**src/rtl/bp_pkg.sv**
```systemverilog
// Shared types, counter encoding constants and saturating-counter helper for the
// branch pattern history table.
package bp_pkg;

  typedef enum logic {INIT, RUN} state_t;

  localparam int unsigned CTR_W_MAX = 8;
  localparam int unsigned CTR_W_DEF = 2;

  typedef logic [CTR_W_MAX-1:0] ctr_t;

  localparam ctr_t CTR_MIN = '0;
  localparam ctr_t CTR_MAX = ctr_t'((1 << CTR_W_DEF) - 1);
  localparam ctr_t WEAK_T  = ctr_t'(1 << (CTR_W_DEF - 1));

  function automatic ctr_t ctr_max(input int unsigned w);
    return ctr_t'((1 << w) - 1);
  endfunction

  // Smallest counter value that predicts taken for a w-bit counter.
  function automatic ctr_t weak_t(input int unsigned w);
    return ctr_t'(1 << (w - 1));
  endfunction

  function automatic ctr_t sat_next(input ctr_t ctr, input logic taken, input int unsigned w);
    ctr_t res;
    res = ctr;
    if (taken) begin
      if (ctr < ctr_max(w)) res = ctr + ctr_t'(1);
    end else begin
      if (ctr > CTR_MIN) res = ctr - ctr_t'(1);
    end
    return res;
  endfunction

endpackage

```
**src/rtl/bp_sat_ctr.sv**
```systemverilog
// Combinational saturating next value for one CTR_W-bit direction counter.
module bp_sat_ctr
  import bp_pkg::*;
#(
  parameter int unsigned CTR_W = 2
) (
  input  logic [CTR_W-1:0] i_ctr,
  input  logic             i_taken,
  output logic [CTR_W-1:0] o_next_c
);

  assign o_next_c = CTR_W'(sat_next(ctr_t'(i_ctr), i_taken, CTR_W));

endmodule

```
**src/rtl/bp_pattern_table.sv**
```systemverilog
// Gshare-indexed pattern history table of saturating counters with an
// initialisation sweep after reset and write-first bypass on lookup/update collision.
module bp_pattern_table
  import bp_pkg::*;
#(
  parameter int unsigned XLEN   = 32,
  parameter int unsigned IDX_W  = 6,
  parameter int unsigned CTR_W  = 2,
  parameter int unsigned GHR_W  = 6,
  parameter int unsigned PC_LSB = 2
) (
  input  logic             clk,
  input  logic             rst,
  output logic             ready_o,
  input  logic             pred_valid_i,
  input  logic [XLEN-1:0]  pred_pc_i,
  output logic             pred_valid_o,
  output logic             pred_taken_o,
  output logic [IDX_W-1:0] pred_idx_o,
  input  logic             upd_valid_i,
  input  logic [IDX_W-1:0] upd_idx_i,
  input  logic             upd_taken_i
);

  localparam int unsigned ENTRIES = 1 << IDX_W;

  state_t           r_state, w_state_nxt;
  logic [IDX_W-1:0] r_sweep, w_sweep_nxt;
  logic [CTR_W-1:0] r_tbl [ENTRIES];

  logic             r_ready, r_pred_valid, r_pred_taken;
  logic [IDX_W-1:0] r_pred_idx;

  logic             w_run, w_accept, w_upd_en, w_bypass, w_rd_taken;
  logic [IDX_W-1:0] w_ghr_ext, w_idx;
  logic [CTR_W-1:0] w_upd_cur, w_upd_next, w_rd_ctr;
  logic             w_unused_pc;

  assign w_unused_pc = ^pred_pc_i;

  always_ff @(posedge clk) begin
    if (rst) begin
      r_state <= INIT;
      r_sweep <= '0;
    end else begin
      r_state <= w_state_nxt;
      r_sweep <= w_sweep_nxt;
    end
  end

  // Sweep one entry per cycle, then hand the table over to lookups/updates.
  always_comb begin
    w_state_nxt = r_state;
    w_sweep_nxt = r_sweep;
    w_run       = 1'b0;
    case (r_state)
      INIT: begin
        w_sweep_nxt = r_sweep + IDX_W'(1);
        if (r_sweep == IDX_W'(ENTRIES - 1)) w_state_nxt = RUN;
      end
      RUN:     w_run = 1'b1;
      default: w_state_nxt = INIT;
    endcase
  end

  assign w_accept = pred_valid_i & w_run;
  assign w_upd_en = upd_valid_i & w_run;
  assign w_idx    = pred_pc_i[PC_LSB +: IDX_W] ^ w_ghr_ext;

  assign w_upd_cur = r_tbl[upd_idx_i];

  bp_sat_ctr #(.CTR_W(CTR_W)) u_sat (
    .i_ctr    (w_upd_cur),
    .i_taken  (upd_taken_i),
    .o_next_c (w_upd_next)
  );

  // Write-first: a colliding lookup sees the counter value being written this cycle.
  assign w_bypass   = w_upd_en && (upd_idx_i == w_idx);
  assign w_rd_ctr   = w_bypass ? w_upd_next : r_tbl[w_idx];
  assign w_rd_taken = ctr_t'(w_rd_ctr) >= weak_t(CTR_W);

  always_ff @(posedge clk) begin
    if (!rst) begin
      if (r_state == INIT)  r_tbl[r_sweep]   <= CTR_W'(CTR_MIN);
      else if (w_upd_en)    r_tbl[upd_idx_i] <= w_upd_next;
    end
  end

  // History shifts only on resolved branches, so it is never speculative.
  generate
    if (GHR_W == 0) begin : g_bimodal
      assign w_ghr_ext = '0;
    end else begin : g_ghr
      logic [GHR_W-1:0] r_ghr;
      always_ff @(posedge clk) begin
        if (rst) begin
          r_ghr <= '0;
        end else if (w_upd_en) begin
          if (GHR_W == 1) r_ghr <= GHR_W'(upd_taken_i);
          else            r_ghr <= GHR_W'({r_ghr, upd_taken_i});
        end
      end
      assign w_ghr_ext = IDX_W'(r_ghr);
    end
  endgenerate

  always_ff @(posedge clk) begin
    if (rst) begin
      r_ready      <= 1'b0;
      r_pred_valid <= 1'b0;
      r_pred_taken <= 1'b0;
      r_pred_idx   <= '0;
    end else begin
      r_ready      <= (w_state_nxt == RUN);
      r_pred_valid <= w_accept;
      if (w_accept) begin
        r_pred_taken <= w_rd_taken;
        r_pred_idx   <= w_idx;
      end
    end
  end

  assign ready_o      = r_ready;
  assign pred_valid_o = r_pred_valid;
  assign pred_taken_o = r_pred_taken;
  assign pred_idx_o   = r_pred_idx;

endmodule

```
**config.mk**
```make
export PLATFORM = sky130hd
export DESIGN_NAME = bp_pattern_table
export DESIGN_NICKNAME = d
export VERILOG_FILES = /design/src/rtl/bp_pkg.sv /design/src/rtl/bp_sat_ctr.sv /design/src/rtl/bp_pattern_table.sv
export SDC_FILE = /design/constraint.sdc
export NUM_CORES = 1
export LEC_CHECK = 0
export ABC_CLOCK_PERIOD_IN_PS = 3900
export CAP_MARGIN = 25
export CORE_ASPECT_RATIO = 1.25
export CORE_MARGIN = 2
export CORE_UTILIZATION = 35
export DETAILED_ROUTE_END_ITERATION = 7
export PLACE_DENSITY = 0.66
export SLEW_MARGIN = 15
export SYNTH_ARGS = -nofsm -noshare
export SYNTH_HDL_FRONTEND = slang
export SYNTH_HIERARCHICAL = 1
export SYNTH_SLANG_ARGS = --single-unit
```
**constraint.sdc**
```tcl
create_clock -name clk -period 3.9 [get_ports clk]
set_input_delay 0.78 -clock clk [delete_from_list [all_inputs] [get_ports clk]]
set_output_delay 0.78 -clock clk [all_outputs]
set_load 0.02 [all_outputs]
```
==> results.toml <==
[outcome]
status = "complete, no violations"

[final_layout]
layout.cells.non_filler = 782
syn_to_final_growth_pct = 19.6
fin_util = 0.426
antenna_cells = 0
drive_above_1_share = 0.230
final_nets = 548
final_common_cell = "edfxtp_1"
layout_common_cells = "edfxtp_1, nor2_1, mux4_2"

[logic_synthesis]
synth-edff-count = 128
syn_nets = 507
synth_top_family_by_area = "multiplexers"
synth_mux_area_frac = 0.194
synth_cell_types = 42
synth_cells = 463
synthArstFlopShare = 0
synth_fa_ha_area_frac = 0.00509
synth_seq_area_share = 0.620
syn_area_per_cell_um2 = 14.9
synth-xor-area-share = 0.0229
syn_area_mm2 = 0.00688
yosys.area_share.simple = 0.0988
yosys_warnings = 6
synth-seq-cells = 149
synth-compound-area-share = 0.0415
synth_ff_type = "edfxtp_1"

[cts]
cts_tree = "yes"
clock-sinks = 149
clkLatencyLatePin_ns = 0.43
cts_resized = 0
post_cts_buffers = 0
cts_made_buffers = 17
clk_pin_slew_ns = 0.06
ctsHoldBuffers = 0
cts_max_path_buffers = 2
h-tree-depth = 4
ctsRootBufferMaster = "clkbuf_16"

[worst_setup_path]
cp-end-kind = "flop"
crit_top_cell = "mux4_2"
cp_data_required_time_ns = 4.05
worst-path-buf-inv = 3
path_delay_family = "multiplexers"
cpPeakStageDelay_ns = 0.51
slowest_stage = "clkdlybuf4s50_1"
start_kind = "input pin"
cp-startpoint = "upd_idx_i[1]"
reg2reg_depth = 6
cp.arrival_ns = 3.67
cp.depth = 8
reg2reg_from = "r_tbl[27][1]"
crit_fanout = 44
path_class = "input pin to flop"
crit_path_cell_trace = "clkdlybuf4s50_1 > buf_12 > mux4_2 > mux4_2 > mux4_2 > maj3_2 > and2_2 > buf_12"

[global_routing]
grt_max_degree = 45
grt.total_usage = 0.162
grt_pass1_wl_mm = 25.0
grt_pass1_vias = 4432
antenna_found_initial = 0
grt_overflow = 0

[sta]
relSlewSlack = 0.510
setup_viol = 0
finalCritPeriodShare = 0.902
maxSlewViolCount = 0
clock_skew_ns = 0.00897
hold_viol = 0
max_freq_ghz = 0.284
tightest_slew_ns = 0.730
fin_setup_tns_ns = 0
rsz0062_at_grt = "false"
period_needed_ns = 3.52

[detailed_routing]
vias_per_cell = 5.37
route.top_layer_used = "met4"
met1_length_mm = 6.20
wl_per_cell_um = 20.6
detail_route.iter0.violations = 431
met3_length_um = 780
drc = 0
ant_nets = 0
dr.pass1.iters = 5
routed_wl_mm = 16.1
route.vias.total = 4202
met2_length_mm = 8.68

[die]
dieArea_mm2 = 0.0208
die_y_um = 161
ios = 52
coreArea_mm2 = 0.0193
die_w_um = 129
initial_core_util = 0.356
rows = 57

[power_and_ir_drop]
p_total_mw = 3.70
power_density_mw_per_mm2 = 450
p_leak_nw = 2.74
vdd_drop_max_mv = 0.233

[min_path]
hold_class = "flop to flop"
holdPathStages = 2
min_from = "g_ghr.r_ghr[5]"

[place]
hpwl_mm = 10.8
routabilityCongestion = 0.847
placed_cells = 749
io_buffers = 25

[run]
cap_viol_max_count = 0
-- sequential cells by signal (all words and copies together) (netlist names) --
register,flops
r_sweep,6
pred_valid_o,1
g_ghr.r_ghr,6
pred_idx_o,6
r_tbl,128
pred_taken_o,1
ready_o,1
-- power breakdown --
group	total, mW	switching, mW	internal (mW)	leakage, nW
sequential	1.72	0.00625	1.71	1.51
clock	1.77	0.732	1.04	0.307
combinational	0.212	0.109	0.102	0.923
total	3.70	0.848	2.85	2.74
-- per-stage QoR --
step | hold WS, ns | setup WS (ns) | cell area (um^2)
final | 0.476 | 0.380 | 8230
after global routing | 0.519 | 0.337 | 8230
after CTS | 0.476 | 0.411 | 8220
after detailed placement | 0.467 | -0.0390 | 7580
after global placement | 0.462 | -0.0107 | 7580
after floorplan | 0.448 | 0.210 | 6880
-- metal layers --
metal  vias up  GRT usage
met2       154      0.288
li1       1878          -
met4         0     0.0736
met1      2143      0.190
met5         -          0
met3        27     0.0276
-- synthesized netlist by cell type (2+ instances only) --
cell type,count,area (um^2)
edfxtp_1,128,3840
nor2_1,91,342
mux4_2,56,1260
nand2_1,34,128
dfxtp_1,21,420
clkbuf_1,13,48.8
xnor2_1,11,96.3
nand3_1,10,50.1
a21oi_1,9,45.0
nand2b_1,8,50.1
a22oi_1,7,52.6
xor2_1,7,61.3
a211oi_1,6,45.0
o21ai_0,6,30.0
and2_1,5,31.3
mux2_2,4,45.0
a31oi_1,3,18.8
buf_2,3,15.0
buf_4,3,22.5
inv_1,3,11.3
mux2i_1,3,30.0
nor2b_1,3,18.8
nor3_1,3,15.0
o21a_1,3,22.5
or3_1,3,18.8
buf_1,2,7.51
maj3_2,2,22.5
o31ai_1,2,15.0
-- kinds of logic (layout without fill, tap and decap cells) --
logic type,after synthesis,in the layout
fa+ha+maj,3,3
buf+inv,26,80
mux,63,63
compound gates,43,43
xor+xnor,18,18
simple gates,161,161
flops,149,149
-- area by class of cell --
type                       count  area (um^2)
multi-input combinational    288         2500
clock inverter                15          213
fill                        1685        11100
tap                          265          332
sequential                   149         4260
timing repair buffer          44          473
clock buffer                  17          425
inverter                       4         15.0
-- worst register-to-register path: stages, from the launching register on --
cell,delay (ns)
edfxtp_1,0.40
mux4_2,0.49
mux4_2,0.51
mux4_2,0.50
maj3_2,0.33
and2_2,0.22
buf_12,0.18
-- worst paths after layout --
kind	to	slack [ns]
worst min-delay path	g_ghr.r_ghr[5]	0.48
worst max register to register	r_tbl[46][1]	0.97
worst max-delay path	r_tbl[46][1]	0.38
worst min register to register	g_ghr.r_ghr[5]	0.48
Note: power is estimated with default switching activity, not from simulation.
